<file path="src/rtl/id_ctrl_decoder.sv">
// RV32I decode stage registered at the ID/EX boundary, with stall, flush and load-use bubble insertion.
// Define HAZARD_DET_EN to enable load-use detection; otherwise hazard_o is tied low.
module id_ctrl_decoder #(
   parameter int IMM_W = 32
) (
   input  logic             clk,
   input  logic             rst,
   input  logic [31:0]      inst_i,
   input  logic             inst_valid_i,
   input  logic             stall_i,
   input  logic             flush_i,
   output logic             valid_o,
   output logic [1:0]       aluop_o,
   output logic [2:0]       funct3_o,
   output logic             funct7_o,
   output logic [4:0]       rs1_o,
   output logic [4:0]       rs2_o,
   output logic [4:0]       rd_o,
   output logic [IMM_W-1:0] imm_o,
   output logic             alusrc_o,
   output logic             regwrite_o,
   output logic             memread_o,
   output logic             memwrite_o,
   output logic             memtoreg_o,
   output logic             branch_o,
   output logic             jal_o,
   output logic             jalr_o,
   output logic             illegal_o,
   output logic             hazard_o
);

   localparam logic [6:0] OP_R      = 7'b0110011;
   localparam logic [6:0] OP_IALU   = 7'b0010011;
   localparam logic [6:0] OP_LOAD   = 7'b0000011;
   localparam logic [6:0] OP_STORE  = 7'b0100011;
   localparam logic [6:0] OP_BRANCH = 7'b1100011;
   localparam logic [6:0] OP_JAL    = 7'b1101111;
   localparam logic [6:0] OP_JALR   = 7'b1100111;

   typedef struct packed {
      logic             valid;
      logic [1:0]       aluop;
      logic [2:0]       funct3;
      logic             funct7;
      logic [4:0]       rs1;
      logic [4:0]       rs2;
      logic [4:0]       rd;
      logic [IMM_W-1:0] imm;
      logic             alusrc;
      logic             regwrite;
      logic             memread;
      logic             memwrite;
      logic             memtoreg;
      logic             branch;
      logic             jal;
      logic             jalr;
      logic             illegal;
   } ctrl_t;

   ctrl_t              dec;
   ctrl_t              q;
   logic               hazard;
   logic [6:0]         opcode;
   logic signed [31:0] imm_i;
   logic signed [31:0] imm_s;
   logic signed [31:0] imm_b;
   logic signed [31:0] imm_j;
   logic signed [31:0] imm32;

   assign opcode = inst_i[6:0];
   assign imm_i  = {{20{inst_i[31]}}, inst_i[31:20]};
   assign imm_s  = {{20{inst_i[31]}}, inst_i[31:25], inst_i[11:7]};
   assign imm_b  = {{19{inst_i[31]}}, inst_i[31], inst_i[7], inst_i[30:25], inst_i[11:8], 1'b0};
   assign imm_j  = {{11{inst_i[31]}}, inst_i[31], inst_i[19:12], inst_i[20], inst_i[30:21], 1'b0};

   always_comb begin
      dec        = '0;
      imm32      = '0;
      dec.valid  = 1'b1;
      dec.funct3 = inst_i[14:12];
      dec.rs1    = inst_i[19:15];
      dec.rs2    = inst_i[24:20];
      dec.rd     = inst_i[11:7];
      case (opcode)
         OP_R: begin
            dec.aluop    = 2'b00;
            dec.funct7   = inst_i[30];
            dec.regwrite = 1'b1;
         end
         OP_IALU: begin
            dec.aluop    = 2'b01;
            // only the shift-right pair uses inst[30] to pick arithmetic vs logical
            dec.funct7   = (inst_i[14:12] == 3'b101) ? inst_i[30] : 1'b0;
            dec.alusrc   = 1'b1;
            dec.regwrite = 1'b1;
            imm32        = imm_i;
         end
         OP_LOAD: begin
            dec.aluop    = 2'b10;
            dec.alusrc   = 1'b1;
            dec.memread  = 1'b1;
            dec.memtoreg = 1'b1;
            dec.regwrite = 1'b1;
            imm32        = imm_i;
         end
         OP_STORE: begin
            dec.aluop    = 2'b10;
            dec.alusrc   = 1'b1;
            dec.memwrite = 1'b1;
            dec.rd       = 5'd0;
            imm32        = imm_s;
         end
         OP_BRANCH: begin
            dec.aluop  = 2'b00;
            dec.funct7 = 1'b1;
            dec.branch = 1'b1;
            dec.rd     = 5'd0;
            imm32      = imm_b;
         end
         OP_JAL: begin
            dec.aluop    = 2'b11;
            dec.jal      = 1'b1;
            dec.regwrite = 1'b1;
            dec.rs1      = 5'd0;
            dec.rs2      = 5'd0;
            imm32        = imm_j;
         end
         OP_JALR: begin
            dec.aluop    = 2'b11;
            dec.alusrc   = 1'b1;
            dec.jalr     = 1'b1;
            dec.regwrite = 1'b1;
            imm32        = imm_i;
         end
         default: begin
            dec         = '0;
            dec.illegal = 1'b1;
         end
      endcase
      dec.imm = IMM_W'(imm32);
      if (dec.rd == 5'd0) dec.regwrite = 1'b0;
   end

`ifdef HAZARD_DET_EN
   logic use_rs1;
   logic use_rs2;
   assign use_rs1 = (opcode != OP_JAL);
   assign use_rs2 = (opcode == OP_R) || (opcode == OP_STORE) || (opcode == OP_BRANCH);
   assign hazard  = q.valid && q.memread && (q.rd != 5'd0) && inst_valid_i && !flush_i &&
                    ((use_rs1 && (inst_i[19:15] == q.rd)) || (use_rs2 && (inst_i[24:20] == q.rd)));
`else
   assign hazard = 1'b0;
`endif

   always_ff @(posedge clk) begin
      if (rst)               q <= '0;
      else if (flush_i)      q <= '0;
      else if (stall_i)      q <= q;
      else if (hazard)       q <= '0;
      else if (inst_valid_i) q <= dec;
      else                   q <= '0;
   end

   assign hazard_o   = hazard;
   assign valid_o    = q.valid;
   assign aluop_o    = q.aluop;
   assign funct3_o   = q.funct3;
   assign funct7_o   = q.funct7;
   assign rs1_o      = q.rs1;
   assign rs2_o      = q.rs2;
   assign rd_o       = q.rd;
   assign imm_o      = q.imm;
   assign alusrc_o   = q.alusrc;
   assign regwrite_o = q.regwrite;
   assign memread_o  = q.memread;
   assign memwrite_o = q.memwrite;
   assign memtoreg_o = q.memtoreg;
   assign branch_o   = q.branch;
   assign jal_o      = q.jal;
   assign jalr_o     = q.jalr;
   assign illegal_o  = q.illegal;

endmodule

</file>
<file path="config.mk">
export PLATFORM = sky130hd
export DESIGN_NAME = id_ctrl_decoder
export DESIGN_NICKNAME = d
export VERILOG_FILES = /design/src/rtl/id_ctrl_decoder.sv
export SDC_FILE = /design/constraint.sdc
export NUM_CORES = 1
export LEC_CHECK = 0
export ABC_AREA = 1
export CORE_MARGIN = 1.5
export CORE_UTILIZATION = 45
export DETAILED_ROUTE_END_ITERATION = 8
export PLACE_DENSITY = 0.88
export SYNTH_ARGS = -nofsm -noshare
export SYNTH_HDL_FRONTEND = slang
export SYNTH_SLANG_ARGS = --single-unit
</file>
<file path="constraint.sdc">
create_clock -name clk -period 2.4 [get_ports clk]
set_input_delay 0.48 -clock clk [delete_from_list [all_inputs] [get_ports clk]]
set_output_delay 0.48 -clock clk [all_outputs]
set_load 0.02 [all_outputs]
</file>
After elaboration in Yosys (flattened, before gate mapping)
Index checks and enable logic that the tools add are counted.
{"block": "totals", "memories": 0, "mem_bits_rw": 0, "mem_bits_ro": 0, "register_bits": 63, "latch_bits": 0}
{"block": "op_classes", "reduce_logical": 9, "n_lt_le_gt_ge": 0, "div_mod_pow": 0, "n_bitwise": 0, "n_addsub": 0, "mux": 18, "n_eq_ne": 8, "multipliers": 0, "shifts": 0}
{"operator": "$pmux W32 S4", "n": 1}
{"operator": "$mux W63", "n": 1}
{"operator": "$eq A7 B7 Y1 const B", "n": 3}
{"operator": "$eq A7 B6 Y1 const B", "n": 2}
{"operator": "$mux W1", "n": 11}
{"operator": "$mux W10", "n": 1}
{"operator": "$eq A7 B2 Y1 const B", "n": 1}
{"operator": "$eq A7 B5 Y1 const B", "n": 1}
{"operator": "$reduce_or A7 Y1", "n": 1}
{"operator": "$pmux W2 S3", "n": 1}
{"operator": "$reduce_or A2 Y1", "n": 3}
{"operator": "$reduce_or A6 Y1", "n": 1}
{"operator": "$logic_not A5 Y1", "n": 1}
{"operator": "$mux W5", "n": 1}
{"operator": "$reduce_or A5 Y1", "n": 1}
{"operator": "$reduce_or A4 Y1", "n": 1}
{"operator": "$eq A3 B3 Y1 const B", "n": 1}
{"operator": "$mux W3", "n": 1}
{"operator": "$pmux W1 S3", "n": 1}
{"operator": "$reduce_or A3 Y1", "n": 1}

Longest topological paths before layout
{"block": "depth", "word_depth": 6, "depth_mapped": 11, "ltp_nobuf": 10}

Worst setup path before layout
No wires, ideal clock.
{"block": "synth_timing", "path_kind": "input to register", "start": "input port inst_i[1]", "end": "register q, in the netlist regwrite_o", "required_time_ns": 2.268, "slack_ns": 0.959, "arrival_time_ns": 1.308, "stages": 10, "path_cell_list": "nand2_1 > inv_1 > nand2_2 > inv_2 > nand2_1 > nand3_2 > o31ai_1 > nand2_1 > nand2_1 > a21oi_1"}
{"block": "synth_via", "elab_chain_cells": 6, "elab_cells_between_ends": 11, "classes_between": "eq/ne: 5; mux: 4; reduce/logical: 2"}
{"element": "start: declaration", "line": "8", "rtl": "input logic [31:0] inst_i,"}
{"element": "$eq A7 B7 Y1 (tied with other cells)", "line": "84", "rtl": "case (opcode)"}
{"element": "$reduce_or A5 Y1 (no line) *"}
{"element": "$mux W5", "line": "84"}
{"element": "$logic_not A5 Y1", "line": "141", "rtl": "if (dec.rd == 5'd0) dec.regwrite = 1'b0;"}
{"element": "$mux W1 *", "line": "141"}
{"element": "$mux W63 *", "line": "160", "rtl": "else if (inst_valid_i) q <= dec;"}
{"element": "end signal: assignment", "line": "158", "rtl": "else if (stall_i) q <= q;"}
{"element": "end: declaration", "line": "61", "rtl": "ctrl_t q;"}
Mark *: on every way between the ends. The rest lies on a longest branch, timed or not.
A chain may end at the register's enable or synchronous reset.

==> flow_summary.json <==
{
  "cp.arrival_ns": 1.53,
  "drcViolationCount": 0,
  "synth.distinct_cells": 27,
  "dieArea_mm2": 0.005615,
  "syn_inst": 325,
  "gr-total-overflow": 0,
  "status": "complete, no violations",
  "drtPass1Iterations": 5,
  "ctsHtreeMaxLevel": 2,
  "slew_headroom": 0.3686,
  "cts_tree": "built",
  "groute.usage.overall": 0.2273,
  "netlist_area_mm2": 0.002328,
  "post_cts_resized": 0,
  "critPathCaptureType": "output port",
  "min_period_ns": 2.014,
  "worst_pin_slew_ns": 0.9471,
  "grt_pass1_wl_mm": 9.756,
  "period_share": 0.8393,
  "cts_buffers": 5,
  "path_clk_slew_ns": 0.08,
  "portBuffers": 99,
  "place_congestion": 0.9398,
  "path_cells": "clkdlybuf4s50_1",
  "drtIter0Drc": 220,
  "drive_above_1_share": 0.07407,
  "maxSlewViolCount": 0,
  "design_area_mm2": 0.003323,
  "rsz0062_at_grt": "no",
  "vias_per_cell": 5.044,
  "place_area_mm2": 0.003238,
  "fin_setup_tns_ns": 0,
  "grt_pass1_vias": 2085,
  "synthesis.nets": 362,
  "die_y_um": 74.94,
  "crit_path_start_kind": "flop",
  "num_rows": 25,
  "utilization": 0.6854,
  "ir_worst_vdd_mv": 0.2521,
  "ys.warnings.count": 0,
  "power-per-cell-area_mw_per_mm2": 449.1,
  "fmax_ghz": 0.4964,
  "finalSetupViolCount": 0,
  "post_cts_buffers": 0,
  "cts_root_buffer": "clkbuf_8",
  "final_common_cell": "nand2_1",
  "fill_cells": 435,
  "crit_type": "flop to output port",
  "grt_antenna_before_repair": 0,
  "clockBufferDepth": 2,
  "clock-sinks": 51,
  "grt_max_degree": 52,
  "initial_core_util": 0.4803,
  "total_leakage_power_nw": 1.219,
  "fp.dieW_um": 74.94,
  "layout.nets": 441,
  "wl_per_cell_um": 13.51,
  "crit_family": "buffers and inverters",
  "routed_wl_mm": 6.375,
  "drtAntennaViolNets": 0,
  "worstSkewPairLatency_ns": 0.30,
  "min_path_type": "flop to flop",
  "dp_hpwl_mm": 4.707,
  "ys_ff_latch": 51,
  "drv_cap": 0,
  "routed-via-count": 2381,
  "boundaryPins": 101,
  "final_cell_mix": "nand2_1, clkdlybuf4s50_1, dfxtp_1",
  "diodes": 0,
  "cp.required_ns": 1.92,
  "finalPower_w": 0.001492,
  "avgSynthCellArea_um2": 7.165,
  "critPathSlowestCell": "clkdlybuf4s50_1",
  "crit_buf_inv": 1,
  "worstPathMaxFanout": 13,
  "areaGrowthSynthToFinish_pct": 42.72,
  "hold_buffers": 0,
  "hold_violations": 0,
  "hold_slack_ns": 0.4652,
  "synth_seq_area_share": 0.4385,
  "critPathMaxStageDelay_ns": 0.68,
  "skew_ns": 0,
  "fp.coreArea_mm2": 0.004848
}
==> flip-flops by register name, summed over array words and instances (netlist names) <==
| signal | count |
|---|---|
| imm_o | 21 |
| rd_o | 5 |
| rs1_o | 5 |
| rs2_o | 5 |
| funct3_o | 3 |
| aluop_o | 2 |
| alusrc_o | 1 |
| branch_o | 1 |
| funct7_o | 1 |
| illegal_o | 1 |
| jal_o | 1 |
| jalr_o | 1 |
| memread_o | 1 |
| memwrite_o | 1 |
| regwrite_o | 1 |
| valid_o | 1 |
==> cell type report <==
type | instances | area (um^2) | area share
multi-input combinational | 222 | 1046 | 0.3148
sequential | 51 | 1021 | 0.3072
timing repair buffer | 101 | 1001 | 0.3012
inverter | 23 | 86.33 | 0.02598
tap | 67 | 83.83 | 0.02523
clock buffer | 6 | 72.57 | 0.02184
clock inverter | 2 | 12.51 | 0.003765
==> stage by stage <==
stage | std cells | setup slack [ns]
2_1_floorplan | 325 | 0.9594
3_3_place_gp | 464 | 0.2527
3_5_place_dp | 464 | 0.1842
4_1_cts | 472 | 0.3488
5_1_grt | 472 | 0.2760
6_report | 472 | 0.3857
==> kinds of logic (layout without fill, tap and decap cells) <==
group | after synthesis | after routing | synth area share
AO/OA/AOI/OAI | 67 | 67 | 0.1515
flip-flops | 51 | 51 | 0.4385
buffers and inverters | 52 | 132 | 0.1123
other | 1 | 1 | 0.001610
AND/OR/NAND/NOR | 154 | 154 | 0.2961
==> report_power, final <==
group	internal [W]	switching (W)	leakage, nW
registers	0.000847	0.000000960	0.411
logic	0.0000697	0.0000876	0.767
clock network	0.000204	0.000283	0.0412
total	0.00112	0.000371	1.22
==> metal layers <==
metal  wire length [um]  vias up  GRT usage
met5                  0        -          0
met4                 81        0    0.06061
met3                603        9    0.05890
met2               2960      117     0.3707
met1               2728     1068     0.2993
li1                   -     1187          -
==> worst paths after layout <==
check	to	from	cells past startpoint	slack (ns)
setup / recovery	imm_o[20]	imm_o[30]	1	0.39
hold / removal	rd_o[1]	rd_o[1]	2	0.47
setup reg to reg	imm_o[30]	imm_o[30]	2	1.53
hold reg to reg	rd_o[1]	rd_o[1]	2	0.47
==> synthesized netlist by cell type (all sizes together) <==
library cell,count,area [um^2]
dfxtp,51,1021
nor3,1,5.000
and3,1,11.26
nand2,106,410.4
nand3,27,150.2
inv,23,86.33
clkbuf,12,45.04
o211ai,1,7.510
a31oi,1,6.260
o21ai,14,81.33
nand4,2,12.51
or2,1,6.260
buf,17,130.1
nor2,16,93.84
conb,1,3.750
a21oi,50,250.2
o31ai,1,7.510
(Power assumes the default switching activity.)
